--- src/rtl/bram_clk_phase_gen.sv ---
// BRAM-port clock generator: phase-shifted or divided copy of S_AXI_ACLK
// with a saturating lock-status counter.
module bram_clk_phase_gen #(
    parameter int PHASE_180   = 1,
    parameter int DIVIDE      = 1,
    parameter int LOCK_CYCLES = 16,
    parameter int CNT_WIDTH   = 16
) (
    input  logic S_AXI_ACLK,
    input  logic reset,
    output logic clk_out1,
    output logic locked
);

    localparam logic                 PHASE_BIT = (PHASE_180 != 0);
    localparam logic [CNT_WIDTH-1:0] LOCK_MAX  = CNT_WIDTH'(LOCK_CYCLES);

    generate
        if (!(DIVIDE == 1 || (DIVIDE >= 2 && (DIVIDE % 2) == 0))) begin : g_bad_divide
            $error("bram_clk_phase_gen: DIVIDE must be 1 or an even integer >= 2");
        end
        if (LOCK_CYCLES < 1) begin : g_bad_lock
            $error("bram_clk_phase_gen: LOCK_CYCLES must be >= 1");
        end
        if (PHASE_180 != 0 && PHASE_180 != 1) begin : g_bad_phase
            $error("bram_clk_phase_gen: PHASE_180 must be 0 or 1");
        end
        if (CNT_WIDTH < 1 || (LOCK_CYCLES >> CNT_WIDTH) != 0 || ((DIVIDE / 2) >> CNT_WIDTH) != 0) begin : g_bad_width
            $error("bram_clk_phase_gen: CNT_WIDTH too small for DIVIDE/2 or LOCK_CYCLES");
        end
    endgenerate

    // Lock counter saturates at LOCK_CYCLES so it can never wrap and drop locked.
    logic [CNT_WIDTH-1:0] lock_cnt_q = '0;
    logic [CNT_WIDTH-1:0] lock_cnt_d;
    logic                 locked_q   = 1'b0;
    logic                 locked_d;

    always_comb begin
        lock_cnt_d = lock_cnt_q;
        locked_d   = locked_q;
        if (lock_cnt_q != LOCK_MAX) begin
            lock_cnt_d = lock_cnt_q + CNT_WIDTH'(1);
        end
        if (lock_cnt_d == LOCK_MAX) begin
            locked_d = 1'b1;
        end
    end

    always_ff @(posedge S_AXI_ACLK) begin
        if (reset) begin
            lock_cnt_q <= '0;
            locked_q   <= 1'b0;
        end else begin
            lock_cnt_q <= lock_cnt_d;
            locked_q   <= locked_d;
        end
    end

    assign locked = locked_q;

    generate
        if (DIVIDE >= 2) begin : g_div
            localparam logic [CNT_WIDTH-1:0] HALF_M1 = CNT_WIDTH'(DIVIDE / 2 - 1);

            logic                 div_q     = 1'b0;
            logic                 div_d;
            logic [CNT_WIDTH-1:0] div_cnt_q = '0;
            logic [CNT_WIDTH-1:0] div_cnt_d;

            always_comb begin
                div_d     = div_q;
                div_cnt_d = div_cnt_q + CNT_WIDTH'(1);
                if (div_cnt_q == HALF_M1) begin
                    div_cnt_d = '0;
                    div_d     = ~div_q;
                end
            end

            always_ff @(posedge S_AXI_ACLK) begin
                if (reset) begin
                    div_q     <= 1'b0;
                    div_cnt_q <= '0;
                end else begin
                    div_q     <= div_d;
                    div_cnt_q <= div_cnt_d;
                end
            end

            // Reset parks div_q at 0, so the output rests at the phase constant.
            assign clk_out1 = div_q ^ PHASE_BIT;
        end else begin : g_bypass
            // Pure wire path: free-running even during reset, no register latency.
            assign clk_out1 = PHASE_BIT ? ~S_AXI_ACLK : S_AXI_ACLK;
        end
    endgenerate

endmodule

--- config.mk ---
export PLATFORM = sky130hd
export DESIGN_NAME = bram_clk_phase_gen
export DESIGN_NICKNAME = d
export VERILOG_FILES = /design/src/rtl/bram_clk_phase_gen.sv
export SDC_FILE = /design/constraint.sdc
export NUM_CORES = 1
export LEC_CHECK = 0
export ABC_AREA = 1
export CAP_MARGIN = 20
export CORE_MARGIN = 2
export CORE_UTILIZATION = 29
export DETAILED_ROUTE_END_ITERATION = 10
export HOLD_SLACK_MARGIN = 0.08
export PLACE_DENSITY_LB_ADDON = 0.05
export SETUP_SLACK_MARGIN = 0.02
export SLEW_MARGIN = 5
export SYNTH_ARGS = -nofsm -noshare
export SYNTH_HDL_FRONTEND = slang
export SYNTH_SLANG_ARGS = --single-unit
--- constraint.sdc ---
create_clock -name S_AXI_ACLK -period 1.85 [get_ports S_AXI_ACLK]
set_input_delay 0.37 -clock S_AXI_ACLK [delete_from_list [all_inputs] [get_ports S_AXI_ACLK]]
set_output_delay 0.37 -clock S_AXI_ACLK [all_outputs]
set_load 0.03 [all_outputs]
==> results of run 1 <==
==> area by class of cell <==
| class | count | area, µm² |
|---|---|---|
| Clock buffer | 4 | 30.0 |
| Clock inverter | 2 | 7.51 |
| Inverter | 15 | 56.3 |
| Timing Repair Buffer | 3 | 27.5 |
| Fill cell | 426 | 2240 |
| Tap cell | 46 | 57.6 |
| Multi-Input combinational cell | 137 | 654 |
| Sequential cell | 17 | 342 |
==> worst paths after layout <==
| kind | startpoint | endpoint | cells past startpoint |
|---|---|---|---|
| max reg2reg | lock_cnt_q[4] | locked | 10 |
| min reg2reg | locked | locked | 2 |
| min | locked | locked | 2 |
| max | S_AXI_ACLK | clk_out1 | 4 |
==> cell usage in the layout (no fill, tap or decap), types with 2 or more instances in the layout <==
| cell | synthesis | final |
|---|---|---|
| clkdlybuf4s50_1 | 0 | 2 |
| buf_4 | 0 | 3 |
| a21oi_1 | 9 | 9 |
| nand2_2 | 3 | 3 |
| inv_1 | 16 | 16 |
| clkbuf_4 | 0 | 2 |
| nand2_1 | 48 | 48 |
| xor2_1 | 5 | 5 |
| nand3b_1 | 2 | 2 |
| dfxtp_1 | 17 | 16 |
| nor2_1 | 41 | 41 |
| nand3_1 | 14 | 14 |
| ha_1 | 2 | 2 |
| nand4_1 | 4 | 4 |
| nor2_4 | 2 | 2 |
| nor2_2 | 3 | 3 |
==> worst max-delay path, stage by stage <==
cell and delay (ns):
clkbuf_4 0.12, buf_4 0.16, inv_1 0.06, buf_4 0.15
==> cells by family (layout without fill, tap and decap cells) <==
logic type	Yosys count	count (layout)	synth area share, %
buffers and inverters	18	24	6.36
XOR/XNOR	6	6	4.95
adder cells (fa/ha/maj)	2	2	2.36
AO/OA/AOI/OAI	11	11	5.89
AND/OR/NAND/NOR	118	118	48.4
flip-flops	17	17	32.0
==> registers in the layout, indices dropped and copies added, names as in the netlist <==
name	flops
locked	1
lock_cnt_q	16
==> synthesized netlist by cell type <==
| master | instances |
|---|---|
| nand2_1 | 48 |
| buf_1 | 1 |
| nand3b_1 | 2 |
| xnor2_1 | 1 |
| nor2_2 | 3 |
| nor2_4 | 2 |
| nor2_1 | 41 |
| dfxtp_1 | 17 |
| a21oi_2 | 1 |
| nand4_1 | 4 |
| o21ai_2 | 1 |
| nand3_1 | 14 |
| nand2_2 | 3 |
| nand3_2 | 1 |
| inv_1 | 16 |
| clkbuf_1 | 1 |
| xor2_1 | 5 |
| a21oi_1 | 9 |
| ha_1 | 2 |
==> power by group through the flow <==
stage / sequential (mW) / clock (mW) / combinational [mW]
3_3_place_gp: 0.388 / 0.0975 / 0.0484
3_5_place_dp: 0.388 / 0.0975 / 0.0482
4_1_cts: 0.380 / 0.319 / 0.0484
2_1_floorplan: 0.387 / 0.0563 / 0.0356
6_report: 0.380 / 0.310 / 0.0477
5_1_grt: 0.383 / 0.348 / 0.0555
==> stage by stage <==
| step | setup slack [ns] | instances |
|---|---|---|
| floorplan | 0.370 | 172 |
| global placement | -0.121 | 220 |
| detailed placement | -0.121 | 220 |
| CTS | 0.0325 | 224 |
| global route | 0.0312 | 224 |
| finish | 0.0658 | 224 |
==> repair_timing <==
action,4_1_cts,5_1_grt
cloned,0,0
resized for setup,6,2
setup endpoints to repair,1,2
setup buffers,0,0
==> routing by layer <==
layer  wire [µm]  share of wire [%]  vias to the layer above
li1            -                  -                      551
met1        1360                 51                      494
met2        1210                 45                       13
met3          57                2.1                        5
met4          38                1.4                        0
met5           0                  0                        -
==> flow_summary_export.csv, run 1 <==
group,metric,value,unit
outcome,outcome,"finished, final reports clean",
grt,grt_pass1_wl,4640,µm
yosys,syn-cell-area,0.00106,mm²
grt,grt_use_met3,2.78,%
grt,grt.met2_usage,23.3,%
die,die-height,64.5,µm
power_and_ir_drop,p_leak,0.462,nW
clock_tree,cts_inserted_buffers,3,
grt,grt_max_degree,18,
timing,hold_slack,0.483,ns
power_and_ir_drop,swShare,31.9,%
route,via_per_inst,4.75,
yosys,ys_seq_area_share,32.0,%
power_and_ir_drop,p_sw,236,µW
clock_tree,tritoncts,"done",
final_layout,utilization,34.4,%
place,gp_congestion,0.805,
final_layout,fin_area,0.00117,mm²
timing,finalClockSkew,0.0357,ns
die,initial_core_util,31.1,%
grt,grt_use_total,14.4,%
timing,rsz0062_at_grt,"false",
clock_tree,clockRootBuffer,"clkbuf_4",
clock_tree,clk_latency,0.31,ns
route,remaining_drc_errors,0,
yosys,synth_cells,172,
place,placed_area,0.00115,mm²
yosys,synthDistinctLibCells,19,
place,dp_hpwl,2080,µm
route,drt_pass1_iterations,4,
grt,grt_pass1_vias,1001,
timing,hold_viol_final,0,
place,port_buffers,3,
clock_tree,clk_pin_slew,0.12,ns
setup_path,path_class,"clock port to primary output",
die,num_io_pins,4,
yosys,post-synth-top-area-fraction,32.0,%
power_and_ir_drop,finalPower,738,µW
clock_tree,cts_buffer_depth,2,
power_and_ir_drop,peakVddDrop,0.511,mV
final_layout,drive_gt1_share,9.55,%
final_layout,synthToLayoutAreaGrowth,10.6,%
route,drtAntennaViolNets,0,
route,routed_wl,2660,µm
yosys,syn-num-nets,176,
route,drt_iter0_markers,41,
timing,worst_pin_slew,0.306,ns
die,num_rows,21,
yosys,ys_ff_latch,17,
die,die_area,0.00416,mm²
timing,finalSetupTns,0,ns
setup_path,cp.arrival,1.41,ns
route,dr_total_vias,1063,
final_layout,antenna_cells,0,
yosys,yosysWarningCount,0,
grt,busiest_layer,"met2",
grt,grt_overflow,0,
route,post_drt_wl_per_cell,11.9,µm
yosys,synth_top_area_cell,"dfxtp_1",
final_layout,fin_nets,183,
min_path,min-delay-path-class,"flop to flop",
timing,setup_violations,0,
timing,maxSlewViolCount,0,
die,core,0.00342,mm²
setup_path,endpoint_kind,"primary output",
power_and_ir_drop,p_clk_share,42.0,%
setup_path,worst_ep_required_time,1.48,ns
power_and_ir_drop,p_int,502,µW
run,maxCapViolCount,0,
setup_path,r2r_slack,0.25,ns
grt,antenna_found_initial,0,
power_and_ir_drop,power_density,628,mW/mm²
power_and_ir_drop,seq_power_share,51.5,%
setup_path,cp-start-kind,"clock port",
die,dieWidth,64.5,µm
yosys,synth.avg_cell_area,6.18,µm²
yosys,synth_area_leaders,"dfxtp_1 32%, nand2_1 17%, nor2_1 14%",
clock_tree,hold_buffers,0,
setup_path,cp_max_fo,9,
timing,max_slew_margin,79.5,%
grt,grtUsageMet1,19.6,%
clock_tree,h-tree-depth,1,
power_and_ir_drop,combPwrFrac,6.5,%
(Power assumes the default switching activity.)
==> inputs of run 2 (changes only) <==
--- a/config.mk
+++ b/config.mk
@@ -12,7 +12,7 @@
 export DETAILED_ROUTE_END_ITERATION = 10
 export HOLD_SLACK_MARGIN = 0.08
 export PLACE_DENSITY_LB_ADDON = 0.05
-export SETUP_SLACK_MARGIN = 0.02
+export SETUP_SLACK_MARGIN = 0.4
 export SLEW_MARGIN = 5
 export SYNTH_ARGS = -nofsm -noshare
 export SYNTH_HDL_FRONTEND = slang
==> constraint.sdc (replaced) <==
create_clock -name S_AXI_ACLK -period 2.25 [get_ports S_AXI_ACLK]
set_input_delay 0.45 -clock S_AXI_ACLK [delete_from_list [all_inputs] [get_ports S_AXI_ACLK]]
set_output_delay 0.45 -clock S_AXI_ACLK [all_outputs]
set_load 0.03 [all_outputs]
==> run 2 against run 1 <==
  * Wire length down 3.8%
  * Highest routed layer unchanged
  * Worst hold slack worse by 0.0022 ns
  * Sequential cell count unchanged
  * Sequential share of layout area down 1.0 points
  * Critical endpoint unchanged
  * Largest cell class unchanged
  * Utilization up 1.1 points
==> flow_summary_export.csv, run 2 (same netlist as run 1, synthesis figures left out) <==
group,metric,value,unit
die,dieWidth,64.5,µm
clock_tree,cts_inserted_buffers,3,
clock_tree,clockRootBuffer,"clkbuf_4",
route,route.met3.wl,109,µm
grt,antenna_found_initial,0,
final_layout,antenna_cells,0,
die,initial_core_util,31.1,%
power_and_ir_drop,p_clk_share,52.3,%
route,dr_total_vias,1046,
final_layout,final_common_cell,"nand2_1",
power_and_ir_drop,seq_power_share,42.4,%
grt,grt_max_degree,18,
die,die-height,64.5,µm
timing,setup_violations,0,
power_and_ir_drop,finalPower,737,µW
setup_path,cp-start-kind,"clock port",
route,drt_pass1_iterations,4,
final_layout,final_cells,226,
setup_path,worst_ep_required_time,1.80,ns
timing,worst_pin_slew,0.329,ns
setup_path,path_class,"clock port to primary output",
power_and_ir_drop,p_leak,0.496,nW
power_and_ir_drop,power_density,607,mW/mm²
timing,hold_slack,0.481,ns
route,routed-wl-met2,1170,µm
grt,grt_pass1_vias,1089,
route,highest_layer,"met4",
grt,grt_overflow,0,
timing,hold_viol_final,0,
place,dp_cells,220,
final_layout,utilization,35.5,%
die,num_io_pins,4,
clock_tree,cts_buffer_depth,2,
final_layout,fill_cells,386,
place,port_buffers,3,
route,post_drt_wl_per_cell,11.3,µm
final_layout,largest_register_ff_count,16,
outcome,outcome,"finished, final reports clean",
final_layout,largest_register,"lock_cnt_q",
place,dp_hpwl,2000,µm
power_and_ir_drop,peakVddDrop,0.505,mV
route,remaining_drc_errors,0,
power_and_ir_drop,p_int,521,µW
clock_tree,clk_latency,0.35,ns
setup_path,cp.arrival,1.49,ns
setup_path,cp_max_fo,2,
final_layout,synthToLayoutAreaGrowth,14.1,%
grt,grt_use_total,14.6,%
timing,finalSetupTns,0,ns
route,wl_met1,1240,µm
final_layout,fin_nets,185,
run,maxCapViolCount,0,
route,drtAntennaViolNets,0,
clock_tree,tritoncts,"done",
power_and_ir_drop,combPwrFrac,5.3,%
grt,grt_pass1_wl,4730,µm
setup_path,endpoint_kind,"primary output",
die,die_area,0.00416,mm²
final_layout,drive_gt1_share,11.1,%
clock_tree,clk_pin_slew,0.11,ns
min_path,min-delay-path-class,"flop to flop",
power_and_ir_drop,p_sw,215,µW
die,core,0.00342,mm²
route,via_per_inst,4.63,
die,num_rows,21,
timing,max_slew_margin,78.0,%
power_and_ir_drop,swShare,29.2,%
timing,rsz0062_at_grt,"true",
clock_tree,hold_buffers,0,
route,drt_iter0_markers,46,
final_layout,mostFrequentLayoutCells,"48 x nand2_1, 40 x nor2_1, 17 x dfxtp_1",
route,routed_wl,2560,µm
timing,maxSlewViolCount,0,
clock_tree,h-tree-depth,1,
timing,finalClockSkew,0.0388,ns
place,gp_congestion,0.836,
[run 2: cell count changes in the layout (fill, tap and decap cells not counted), sizes merged]
cell / previous run / this run
clkdlybuf4s50: 2 / 1
dlymetal6s2s: 0 / 1
clkbuf: 2 / 1
buf: 3 / 6
[run 2: metal layers]
layer	track usage, %	vias up
met2	23.2	19
met3	3.30	6
met5	0	-
met4	6.65	0
li1	-	556
met1	18.8	465
[run 2: final cells by class]
| class | count | area, µm² | share of cell area, % |
|---|---|---|---|
| multi-input cells | 137 | 657 | 54.2 |
| well taps | 46 | 57.6 | 4.75 |
| inverters | 15 | 56.3 | 4.64 |
| repair buffers | 3 | 30.0 | 2.48 |
| flip-flops and latches | 17 | 340 | 28.1 |
| clock buffers | 6 | 63.8 | 5.26 |
| clock inverters | 2 | 7.51 | 0.619 |
[run 2: final timing paths]
| check | to | start | cells after the start | slack [ns] |
|---|---|---|---|---|
| setup / recovery | clk_out1 | S_AXI_ACLK | 4 | 0.31 |
| hold / removal | locked | locked | 2 | 0.48 |
| setup reg to reg | locked | lock_cnt_q[4] | 10 | 0.64 |
| hold reg to reg | locked | locked | 2 | 0.48 |
[run 2: critical path, stage by stage]
cell	delay (ns)
buf_8	0.10
buf_8	0.11
inv_2	0.04
buf_6	0.12
[run 2: stage by stage]
stage          area, µm²  setup WS [ns]
5_1_grt             1210          0.301
4_1_cts             1200          0.268
3_3_place_gp        1150      -0.000694
2_1_floorplan       1060          0.490
3_5_place_dp        1150      -0.000694
6_report            1210          0.308
[run 2: repair_timing]
action / 4_1_cts / 5_1_grt
pin swaps: 0 / 0
setup endpoints to repair: 1 / 3
gates resized for setup: 10 / 4
setup buffers: 2 / 0
[run 2: power by group through the flow]
stage	Clock, mW	Combinational [mW]	Sequential, mW
floorplan	0.0463	0.0293	0.318
global placement	0.0802	0.0398	0.319
detailed placement	0.0802	0.0396	0.319
CTS	0.374	0.0397	0.312
global route	0.415	0.0444	0.314
finish	0.386	0.0387	0.312
==> inputs of run 3 (changes only) <==
--- a/config.mk
+++ b/config.mk
@@ -5,7 +5,6 @@
 export SDC_FILE = /design/constraint.sdc
 export NUM_CORES = 1
 export LEC_CHECK = 0
-export ABC_AREA = 1
 export CAP_MARGIN = 20
 export CORE_MARGIN = 2
 export CORE_UTILIZATION = 29
==> run 3 against run 2 <==
  * Synthesized cell count decreased by 25%
  * Clock power up 31%
  * Largest power group unchanged
  * Cell area grew 13%
  * Total power up 18%
  * Count of clock-buffer cells in the layout increased by 1
  * Worst hold slack lost 0.0019 ns
  * Synthesized area grew 1.8%
  * Critical path depth unchanged
  * Critical endpoint unchanged
==> flow_summary_export.csv, run 3 <==
group,metric,value,unit
power_and_ir_drop,swShare,26.8,%
route,dr_total_vias,966,
clock_tree,h-tree-depth,1,
clock_tree,cts_buffer_depth,2,
power_and_ir_drop,combPwrFrac,5.6,%
final_layout,drive_gt1_share,35.0,%
setup_path,cp_slowest_stage_delay,0.14,ns
timing,finalClockSkew,0.105,ns
grt,antenna_found_initial,0,
final_layout,final_cells,188,
yosys,synth_top_area_cell,"dfxtp_1",
final_layout,final_common_cell,"nor2_1",
power_and_ir_drop,p_clk_share,58.2,%
clock_tree,clk_latency,0.35,ns
run,maxCapViolCount,0,
die,die_area,0.00423,mm²
place,gp_congestion,0.786,
route,post_drt_wl_per_cell,14.3,µm
place,dp_hpwl,1820,µm
final_layout,fin_area,0.00137,mm²
yosys,syn-cell-area,0.00108,mm²
setup_path,worst_ep_required_time,1.80,ns
yosys,synth_area_leaders,"dfxtp_1 31%, nor2_1 6.6%, xnor2_1 6.5%",
yosys,synthDistinctLibCells,42,
timing,max_slew_margin,68.6,%
route,via_per_inst,5.14,
setup_path,cp.arrival,1.55,ns
yosys,ys_ff_latch,17,
clock_tree,hold_buffers,0,
min_path,min-delay-path-class,"flop to flop",
setup_path,cp_max_fo,3,
setup_path,cpMaxStageDelayCell,"clkbuf_16",
grt,grt_use_total,14.7,%
yosys,synth_ff_type,"dfxtp_1",
outcome,outcome,"finished, final reports clean",
final_layout,utilization,37.7,%
grt,grt_pass1_vias,937,
grt,grt_overflow,0,
route,remaining_drc_errors,0,
power_and_ir_drop,seq_power_share,36.2,%
yosys,synth.avg_cell_area,8.38,µm²
clock_tree,tritoncts,"done",
route,routed_wl,2690,µm
setup_path,cp-start-kind,"clock port",
place,dp_cells,175,
route,drt_pass1_iterations,4,
route,drt_iter0_markers,32,
die,dieWidth,65.1,µm
route,drtAntennaViolNets,0,
die,core,0.00363,mm²
place,port_buffers,3,
yosys,ys_seq_area_share,31.5,%
setup_path,path_class,"clock port to primary output",
yosys,post-synth-top-area-fraction,31.5,%
timing,maxSlewViolCount,0,
clock_tree,clk_pin_slew,0.07,ns
final_layout,fin_nets,145,
die,num_io_pins,4,
yosys,synth_edf_count,0,
yosys,yosysMostFrequentCell,"nor2_1",
power_and_ir_drop,peakVddDrop,0.543,mV
setup_path,endpoint_kind,"primary output",
yosys,yosysWarningCount,0,
grt,grt_max_degree,18,
clock_tree,clockRootBuffer,"clkbuf_8",
yosys,async_flop_share,0,%
setup_path,path_common_cell,"clkbuf_16",
timing,rsz0062_at_grt,"true",
power_and_ir_drop,p_int,636,µW
final_layout,synthToLayoutAreaGrowth,26.6,%
setup_path,critical_path.cell_chain,"clkbuf_16 -> clkbuf_16 -> clkinv_4 -> buf_6",
final_layout,antenna_cells,0,
place,placed_area,0.00113,mm²
power_and_ir_drop,p_leak,0.456,nW
clock_tree,cts_inserted_buffers,3,
yosys,synth_cells,129,
die,initial_core_util,29.8,%
final_layout,mostFrequentLayoutCells,"19 x nor2_1, 12 x buf_4, 8 x xnor2_1, 8 x dfxtp_1",
final_layout,largest_register_ff_count,16,
die,num_rows,22,
power_and_ir_drop,power_density,634,mW/mm²
grt,grt_pass1_wl,4640,µm
final_layout,largest_register,"lock_cnt_q",
timing,hold_viol_final,0,
power_and_ir_drop,p_sw,232,µW
timing,setup_violations,0,
yosys,syn-num-nets,133,
timing,worst_pin_slew,0.466,ns
yosys,synth_commonest_cells,"19 x nor2_1, 17 x dfxtp_1, 8 x xnor2_1",
die,die-height,65.1,µm
run 3: changes by cell type after synthesis, moves of 3 or more:
cell / before / now
a21oi_1: 9 / 4
nand2_2: 3 / 0
inv_1: 16 / 5
nand2_1: 48 / 7
xnor2_1: 1 / 8
or3_1: 0 / 4
nor3_1: 0 / 5
nor2_1: 41 / 19
nor2_2: 3 / 0
buf_6: 0 / 4
nand3_1: 14 / 7
run 3: logic make-up (layout without fill, tap and decap cells):
family	Yosys count	after routing	share of synthesized area (%)
multiplexers	2	2	1.85
flip-flops	17	17	31.5
adder cells (fa/ha/maj)	2	2	2.31
AO/OA/AOI/OAI	18	18	13.3
AND/OR/NAND/NOR	62	62	31.6
buffers and inverters	15	26	8.91
XOR/XNOR	13	13	10.5
run 3: cell type report:
| type | instances | area (µm²) |
|---|---|---|
| multi-input combinational | 97 | 713 |
| clock buffer | 7 | 100 |
| fill | 389 | 2260 |
| tap | 48 | 60.1 |
| sequential | 17 | 364 |
| clock inverter | 1 | 8.76 |
| inverter | 4 | 15.0 |
| timing repair buffer | 14 | 108 |
run 3: worst paths after layout:
kind / from / to / slack, ns / cells past startpoint
max: S_AXI_ACLK / clk_out1 / 0.25 / 4
min: locked / locked / 0.48 / 2
max reg2reg: lock_cnt_q[8] / locked / 0.47 / 5
min reg2reg: locked / locked / 0.48 / 2
run 3: critical path, delay by kind of cell:
family   cells  cell delay (ns)
buf+inv      4             0.41
run 3: power groups by stage:
stage               sequential (mW)  combinational [mW]  clock, mW
floorplan                     0.317              0.0311     0.0463
global route                  0.315              0.0544      0.547
CTS                           0.317              0.0363      0.496
global placement              0.321              0.0357     0.0802
detailed placement            0.321              0.0352     0.0802
finish                        0.314              0.0485      0.505
run 3: per-stage QoR:
step                setup TNS [ns]  setup WS, ns  power, mW  hold slack, ns
floorplan                        0         0.401      0.395           0.473
global placement         -0.000694     -0.000694      0.437           0.445
detailed placement       -0.000694     -0.000694      0.437           0.450
CTS                              0         0.233      0.849           0.468
global route                     0         0.240      0.916           0.527
finish                           0         0.254      0.868           0.479
run 3: per-layer routing:
layer	GRT usage, %	share of wire [%]
met1	19.6	50
met2	20.7	43
met3	3.82	3.1
met4	9.64	4.2
met5	0	0
run 3: timing repair:
| action | in CTS | in global routing |
|---|---|---|
| resized for setup | 21 | 19 |
| setup buffers | 2 | 6 |
| pin swaps | 1 | 5 |
| cloned | 1 | 0 |
| setup endpoints to repair | 2 | 2 |
